`config.mk`:
```
export PLATFORM = sky130hd
export DESIGN_NAME = rv_mem_arbiter
export DESIGN_NICKNAME = d
export VERILOG_FILES = /design/src/rtl/rv_cluster_pkg.sv /design/src/rtl/rv_rr_pick.sv /design/src/rtl/rv_mem_arbiter.sv
export SDC_FILE = /design/constraint.sdc
export NUM_CORES = 1
export LEC_CHECK = 0
export BUFFER_PORTS_ARGS = -buffer_cell sky130_fd_sc_hd__buf_2
export CORE_AREA = 4 4 181 183
export DETAILED_ROUTE_END_ITERATION = 8
export DIE_AREA = 0 0 185 187
export HOLD_SLACK_MARGIN = 0.05
export MAX_ROUTING_LAYER = met4
export REMOVE_ABC_BUFFERS = 1
export SLEW_MARGIN = 5
export SYNTH_ARGS = -nofsm -noshare
export SYNTH_HDL_FRONTEND = slang
export SYNTH_SLANG_ARGS = --single-unit
```
`constraint.sdc`:
```
create_clock -name CLK -period 2.35 [get_ports CLK]
set_clock_uncertainty 0.15 [all_clocks]
set_input_delay 0.235 -clock CLK [delete_from_list [all_inputs] [get_ports CLK]]
set_output_delay 0.235 -clock CLK [all_outputs]
set_load 0.01 [all_outputs]
```
`src/rtl/rv_cluster_pkg.sv`:
```
// rtl/rv_cluster_pkg.sv - shared RV cluster types: arbiter states, data_ctrl encodings, default widths
package rv_cluster_pkg;

    typedef enum logic [1:0] {
        ST_IDLE  = 2'd0,
        ST_ISSUE = 2'd1,
        ST_WAIT  = 2'd2,
        ST_DONE  = 2'd3
    } arb_state_t;

    // data_ctrl: size in [1:0], zero-extend flag in [2]
    localparam logic [2:0] DCTRL_BYTE  = 3'b000;
    localparam logic [2:0] DCTRL_HALF  = 3'b001;
    localparam logic [2:0] DCTRL_WORD  = 3'b010;
    localparam logic [2:0] DCTRL_BYTEU = 3'b100;
    localparam logic [2:0] DCTRL_HALFU = 3'b101;

    localparam int DEF_NCORE       = 2;
    localparam int DEF_ADDR_W      = 32;
    localparam int DEF_WDATA_W     = 32;
    localparam int DEF_RDATA_W     = 128;
    localparam int DEF_TIMEOUT_CYC = 1024;

    function automatic int idx_w(input int n);
        return (n > 1) ? $clog2(n) : 1;
    endfunction

endpackage

```
`src/rtl/rv_rr_pick.sv`:
```
// rtl/rv_rr_pick.sv - combinational round-robin selector: first requester at or after ptr
module rv_rr_pick #(
    parameter int NCORE = 2,
    parameter int IDX_W = 1
) (
    input  logic [NCORE-1:0] req,
    input  logic [IDX_W-1:0] ptr,
    output logic [NCORE-1:0] gnt,
    output logic [IDX_W-1:0] idx,
    output logic             vld
);

    always_comb begin
        gnt = '0;
        idx = '0;
        vld = 1'b0;
        for (int i = 0; i < NCORE; i++) begin
            if (!vld && req[(int'(ptr) + i) % NCORE]) begin
                vld                          = 1'b1;
                gnt[(int'(ptr) + i) % NCORE] = 1'b1;
                idx                          = IDX_W'((int'(ptr) + i) % NCORE);
            end
        end
    end

endmodule

```
`src/rtl/rv_mem_arbiter.sv`:
```
// rtl/rv_mem_arbiter.sv - round-robin arbiter for the shared memory port; watchdog under RVARB_TIMEOUT_EN
module rv_mem_arbiter
    import rv_cluster_pkg::*;
#(
    parameter int          NCORE       = DEF_NCORE,
    parameter int          ADDR_W      = DEF_ADDR_W,
    parameter int          WDATA_W     = DEF_WDATA_W,
    parameter int          RDATA_W     = DEF_RDATA_W,
    parameter int unsigned TIMEOUT_CYC = DEF_TIMEOUT_CYC
) (
    input  logic                       CLK,
    input  logic                       RST_X,
    input  logic [NCORE-1:0]           w_req,
    input  logic [NCORE-1:0]           w_we,
    input  logic [NCORE*ADDR_W-1:0]    w_addr,
    input  logic [NCORE*WDATA_W-1:0]   w_wdata,
    input  logic [NCORE*3-1:0]         w_ctrl,
    output logic [NCORE-1:0]           w_gnt,
    output logic [NCORE-1:0]           w_done,
    output logic [RDATA_W-1:0]         w_rdata,
    output logic                       w_err,
    output logic                       w_mem_req,
    output logic                       w_mem_we,
    output logic [ADDR_W-1:0]          w_mem_addr,
    output logic [WDATA_W-1:0]         w_mem_wdata,
    output logic [2:0]                 w_mem_ctrl,
    input  logic                       w_mem_busy,
    input  logic                       w_mem_ack,
    input  logic [RDATA_W-1:0]         w_mem_rdata
);

    localparam int IDX_W = idx_w(NCORE);

    arb_state_t       state;
    arb_state_t       state_nxt;
    logic             timeout_done;
    logic             wd_hit;
    logic [NCORE-1:0] pick_gnt;
    logic [IDX_W-1:0] pick_idx;
    logic             pick_vld;
    logic [IDX_W-1:0] owner;
    logic [IDX_W-1:0] ptr;

    rv_rr_pick #(
        .NCORE (NCORE),
        .IDX_W (IDX_W)
    ) u_pick (
        .req (w_req),
        .ptr (ptr),
        .gnt (pick_gnt),
        .idx (pick_idx),
        .vld (pick_vld)
    );

    always_ff @(posedge CLK or negedge RST_X) begin
        if (!RST_X) begin
            state <= ST_IDLE;
        end else begin
            state <= state_nxt;
        end
    end

    // An ack always wins over a watchdog expiry in the same cycle.
    always_comb begin
        state_nxt    = state;
        timeout_done = 1'b0;
        case (state)
            ST_IDLE: begin
                if (pick_vld) state_nxt = ST_ISSUE;
            end
            ST_ISSUE: begin
                if (!w_mem_busy) begin
                    state_nxt = ST_WAIT;
                end else if (wd_hit) begin
                    state_nxt    = ST_DONE;
                    timeout_done = 1'b1;
                end
            end
            ST_WAIT: begin
                if (w_mem_ack) begin
                    state_nxt = ST_DONE;
                end else if (wd_hit) begin
                    state_nxt    = ST_DONE;
                    timeout_done = 1'b1;
                end
            end
            ST_DONE: state_nxt = ST_IDLE;
            default: state_nxt = ST_IDLE;
        endcase
    end

    always_ff @(posedge CLK or negedge RST_X) begin
        if (!RST_X) begin
            owner       <= '0;
            ptr         <= '0;
            w_gnt       <= '0;
            w_done      <= '0;
            w_rdata     <= '0;
            w_err       <= 1'b0;
            w_mem_req   <= 1'b0;
            w_mem_we    <= 1'b0;
            w_mem_addr  <= '0;
            w_mem_wdata <= '0;
            w_mem_ctrl  <= '0;
        end else begin
            case (state)
                ST_IDLE: begin
                    if (pick_vld) begin
                        owner       <= pick_idx;
                        w_gnt       <= pick_gnt;
                        w_mem_req   <= 1'b1;
                        w_mem_we    <= w_we[pick_idx];
                        w_mem_addr  <= w_addr[int'(pick_idx)*ADDR_W +: ADDR_W];
                        w_mem_wdata <= w_wdata[int'(pick_idx)*WDATA_W +: WDATA_W];
                        w_mem_ctrl  <= w_ctrl[int'(pick_idx)*3 +: 3];
                    end
                end
                ST_ISSUE: begin
                    if (timeout_done) begin
                        w_mem_req <= 1'b0;
                        w_done    <= w_gnt;
                        w_err     <= 1'b1;
                    end else if (!w_mem_busy) begin
                        w_mem_req <= 1'b0;
                    end
                end
                ST_WAIT: begin
                    if (w_mem_ack) begin
                        w_rdata <= w_mem_rdata;
                        w_done  <= w_gnt;
                    end else if (timeout_done) begin
                        w_done <= w_gnt;
                        w_err  <= 1'b1;
                    end
                end
                ST_DONE: begin
                    w_done <= '0;
                    w_err  <= 1'b0;
                    w_gnt  <= '0;
                    ptr    <= (int'(owner) == NCORE - 1) ? '0 : owner + 1'b1;
                end
                default: ;
            endcase
        end
    end

`ifdef RVARB_TIMEOUT_EN
    localparam int CNT_W = $clog2(TIMEOUT_CYC + 1);

    logic [CNT_W-1:0] wd_cnt;

    // Count is zero on the first ISSUE cycle, so expiry lands DONE exactly TIMEOUT_CYC cycles later.
    always_ff @(posedge CLK or negedge RST_X) begin
        if (!RST_X) begin
            wd_cnt <= '0;
        end else if (state == ST_IDLE) begin
            wd_cnt <= '0;
        end else if ((state == ST_ISSUE || state == ST_WAIT) && !wd_hit) begin
            wd_cnt <= wd_cnt + 1'b1;
        end
    end

    assign wd_hit = (wd_cnt >= CNT_W'(TIMEOUT_CYC - 1));
`else
    logic unused_timeout_cfg;

    assign unused_timeout_cfg = ^TIMEOUT_CYC;
    assign wd_hit             = 1'b0;
`endif

endmodule

```
== After elaboration in Yosys (flattened, before gate mapping) ==
Index checks and enable logic that the tools add are counted.
Cells by class
  equality and inequality tests: 6
  reductions and logical operators: 14
  shift operators: 3
  mux-type cells: 29
  $mul: 1
  bitwise operators: 2
  add/subtract/negate cells: 2
  divide/modulo/power cells: 0
  $lt $le $gt $ge: 5
Operators with widths (number)
  $shiftx 64x7->32: 2
  $mux 1: 16
  $mux 2: 7
  $pmux 2 s2: 2
  $pmux 2 s4: 1
  $reduce_and 2->1: 4
  $ne 2x2->1 const B: 3
  $reduce_and 3->1: 2
  $reduce_bool 2->1: 3
  $shiftx 6x4->3: 1
  $eq 2x2->1 const B: 2
  $lt 1x2->1 const B: 2
  $logic_and 1x1->1: 3
  $lt 2x3->1 const B: 1
  $mul 1x2->3 const B: 1
  $add 1x1->1 const B: 2
  $demux 1 s1: 2
  $eq 2x1->1 const B: 1
  $ge 2x1->1 const B: 1
  $logic_not 2->1: 1
  $or 2x2->2: 1
  $pmux 1 s2: 1
  $and 1x1->1 const A: 1
  $ge 1x1->1 const B: 1
  $logic_not 1->1: 1
Word-level totals
  input port bits: 270
  memory bits (read-only): 0
  output and inout bits: 202
  latch bits: 0
  memories: 0
  bits in writable memories: 0
  bits in registers: 205

== Logic depth before layout (Yosys ltp) ==
  depth after elaboration: 10
  gate-level depth with buffers: 7
  depth with buffers taken out: 5

== Cells and area by module ==
A second synthesis with hierarchy kept.
Unflattened totals
  cells, all modules: 622
  area, all modules: 8836.0 µm²
By module, submodules not included
  rv_mem_arbiter: sequential area each 5129.9 µm², area each 8803.4 µm², cells each 617, times used 1
  rv_rr_pick: sequential area each 0.0 µm², area each 32.5 µm², cells each 5, times used 1

== Worst setup path before layout ==
OpenSTA, ideal clock, no wires.
  path type: register to register
  from: register state[0]
  to: register state[1]
  setup time: 0.125 ns
  arrival time: 1.440 ns
  clock period less this slack: 1.715 ns
  data required time: 2.075 ns
  stages on the path, launching flop included: 6
  setup slack: 0.635 ns
  cells stage by stage: dfrtp_1 -> inv_1 -> ha_1 -> nor3b_2 -> a221oi_2 -> mux2_2
Between the ends
  cells in the longest elaborated chain, start to end: 3
RTL lines
  start: declaration: RTL line rv_mem_arbiter.sv:34  | arb_state_t state;
  start signal: assignment: RTL line rv_mem_arbiter.sv:59  | state <= state_nxt;
  $eq 2x2->1 (tied with other cells): RTL line rv_mem_arbiter.sv:67  | case (state)
  $ne 2x2->1 (no line)
  $reduce_and 3->1 (no line)
Parallel ways exist; a longest one is shown, timed or not.
A chain may end at the register's enable or synchronous reset.

== Worst setup path in the final report ==
  from: register state[0]
  to: register w_mem_wdata[7]
Between the ends
  cells in the longest elaborated chain, start to end: 2
RTL lines
  $logic_not 2->1: RTL line rv_mem_arbiter.sv:106  | case (state)
  $reduce_and 2->1 (no line)
  end signal: assignment: RTL line rv_mem_arbiter.sv:114  | w_mem_wdata <= w_wdata[int'(pick_idx)*WDATA_W +: WDATA_W];
  end: declaration: RTL line rv_mem_arbiter.sv:25  | output logic [WDATA_W-1:0] w_mem_wdata,
Every way passes these cells.

==> impl_metrics.json <==
{
  "ys_seq_elements": 205,
  "syn_to_final_growth_pct": 71.17,
  "cts_tree": "built",
  "rsz0062_at_grt": "no",
  "drtPass1Iterations": 5,
  "critPathMaxFanout": 12,
  "ant_nets": 0,
  "die_height_um": 187,
  "startpoint_type": "flip-flop",
  "finalHoldViolations": 0,
  "ys.warnings.count": 0,
  "synth_top_area_share_pct": 59.21,
  "grt_antenna_before_repair": 0,
  "grt_start_max_net_pins": 79,
  "drt_wl_total_um": 33870,
  "startpoint": "state[0]",
  "status": "complete, no violations",
  "grt_pass1_vias": 9288,
  "worstMarginPinSlew_ns": 0.5602,
  "yosys-top-cells-area": "dfrtp_1, mux2_2, a31oi_1",
  "avgSynthCellArea_um2": 12.18,
  "ys_top_cells_by_count": "dfrtp_1, mux2_2, nor2_1",
  "drt-initial-drc-count": 375,
  "multiInputGateArea_mm2": 0.003137,
  "ys_types": 29,
  "hpwl_um": 22120,
  "drv_slew": 0,
  "ioPinCount": 472,
  "cts_max_level": 1,
  "worstPathRequired_ns": 2.63,
  "setup.reg_to_reg.worst_slack_ns": 0.18,
  "post_dp_cell_area_mm2": 0.01142,
  "clk_pin_slew_worst_paths_ns": 0.06,
  "slew-limit-headroom_pct": 62.65,
  "worstRegToRegCells": 6,
  "clock_latency_ns": 0.49,
  "synth_enable_flop_cells": 0,
  "dp_slack_ns": 0.3078,
  "crit_type": "reg2reg",
  "fin_crit_sh_pct": 92.28,
  "synthFlopType": "dfrtp_1",
  "via_count": 8738,
  "clock_sinks": 205,
  "power_density_mw_per_mm2": 1154,
  "post-route-util_pct": 47.48,
  "setup_viol_count_final": 0,
  "viasPerCell": 4.698,
  "cp-endpoint": "w_mem_wdata[7]",
  "start_util_pct": 27.74,
  "min_path_type": "in2reg",
  "tns_ns": 0,
  "synth_top_area_cell": "dfrtp_1",
  "core_area_mm2": 0.03123,
  "die_x_um": 185,
  "nFillCells": 2735,
  "critPathCaptureType": "flip-flop",
  "r2r-end": "w_mem_wdata[7]",
  "drive_above_1_share_pct": 45.71,
  "gr-usage-all-layers_pct": 18.78,
  "holdPathStages": 4,
  "gp_congestion": 0.8141,
  "final_area_mm2": 0.01483,
  "max_cap_viol_count": 0,
  "floorplan.die_area_mm2": 0.03460,
  "peakVddDrop_mv": 0.5476,
  "cts_root_buf": "clkbuf_16",
  "gr-total-overflow": 0,
  "wl_per_cell_um": 18.21,
  "yosysMostFrequentCell": "dfrtp_1",
  "rr_startpoint": "state[0]",
  "setup_ws_ns": 0.1815,
  "grt_pass1_wl_um": 50880,
  "io_buffer_count": 470,
  "cp.arrival_ns": 2.45,
  "post-cts-setup-buffers": 0,
  "netlist_instances": 711,
  "syn_area_mm2": 0.008663,
  "postSynth.asyncResetShare_pct": 100.0,
  "p_leak_nw": 6.967,
  "final_net_count": 1716,
  "regArea_mm2": 0.005130,
  "numCtsBuffers": 23,
  "clk_path_buf_depth": 3,
  "num_rows": 65,
  "drc": 0,
  "seq_area_frac_synth_pct": 59.21,
  "min_period_ns": 2.168,
  "fmax_ghz": 0.4612
}
-- state kept, by name, summed over array words and instances, names as in the netlist --
signal and flops:
owner 1, state 2, ptr 1, w_mem_req 1
w_mem_wdata 32, w_mem_we 1, w_mem_ctrl 3, w_gnt 2
w_mem_addr 32, w_rdata 128, w_done 2
-- power by group --
part           leakage, nW  internal [W]  total, W  switching, W
Combinational         4.24       0.00363   0.00751       0.00388
Sequential            2.38       0.00535   0.00631      0.000961
Clock                0.342       0.00190   0.00330       0.00141
-- cells by family after synthesis --
kind of cell	Yosys count	synth area share, %
flops	205	59.21
compound gates	153	10.20
simple gates	153	8.030
mux	129	16.77
buf+inv	65	5.026
fa+ha+maj	5	0.7221
other cells	1	0.04329
-- routing by layer --
metal,global-route usage [%],routed length [µm],vias up
li1,-,-,4003
met1,21.15,12500,4175
met2,31.80,16680,481
met3,5.543,3460,79
met4,6.437,1223,0
met5,-,0,-
-- critical path, stage by stage (launching register included) --
cell and delay [ns]:
dfrtp_1 0.41, inv_1 0.11, ha_1 0.37, o21a_4 0.30, nor2_1 0.06, a31oi_1 0.13, dlygate4sd3_1 0.57
-- through the flow --
stage | cells | hold slack [ns] | power [W]
floorplan | 651 | -0.2106 | 0.009994
global placement | 1548 | -0.01825 | 0.01318
detailed placement | 1548 | -0.01869 | 0.01334
CTS | 1858 | 0.07420 | 0.01716
global route | 1859 | 0.09507 | 0.01821
finish | 1860 | 0.1033 | 0.01712
-- worst min path at each step --
stage / startpoint / to / slack (ns)
2_1_floorplan: RST_X / owner / -0.21
3_3_place_gp: RST_X / w_rdata[11] / -0.02
3_5_place_dp: RST_X / w_rdata[11] / -0.02
4_1_cts: w_mem_ack / state[0] / 0.07
5_1_grt: w_mem_ack / state[0] / 0.1
6_report: w_mem_ack / state[0] / 0.10
-- cell usage in the layout (no fill, tap or decap), drive strengths merged --
cell type    instances
o21a                 2
a31oi               69
a22o                 4
clkbuf              34
mux2               129
ha                   5
a2bb2oi              1
clkinv               7
conb                 1
nor2b                3
nor3b                1
dfrtp              205
a21oi                4
buf                496
dlygate4sd3        268
inv                  5
o21ai               73
a221oi               1
nand3               69
nor2                73
and4b                1
nand2                3
diode                1
nand2b               2
and2b                1
-- area by class of cell --
| type | instances | area share [%] |
|---|---|---|
| Timing Repair Buffer | 764 | 36.12 |
| Sequential cell | 205 | 34.59 |
| Multi-Input combinational cell | 442 | 21.15 |
| Clock buffer | 34 | 4.362 |
| Tap cell | 402 | 3.392 |
| Clock inverter | 7 | 0.2362 |
| Inverter | 5 | 0.1266 |
| Antenna cell | 1 | 0.01687 |
-- what timing repair did --
item,4_1_cts,5_1_grt
gates resized for setup,0,3
hold endpoints to repair,407,0
setup endpoints to repair,0,5
hold buffers,269,0
(Power assumes the default switching activity.)
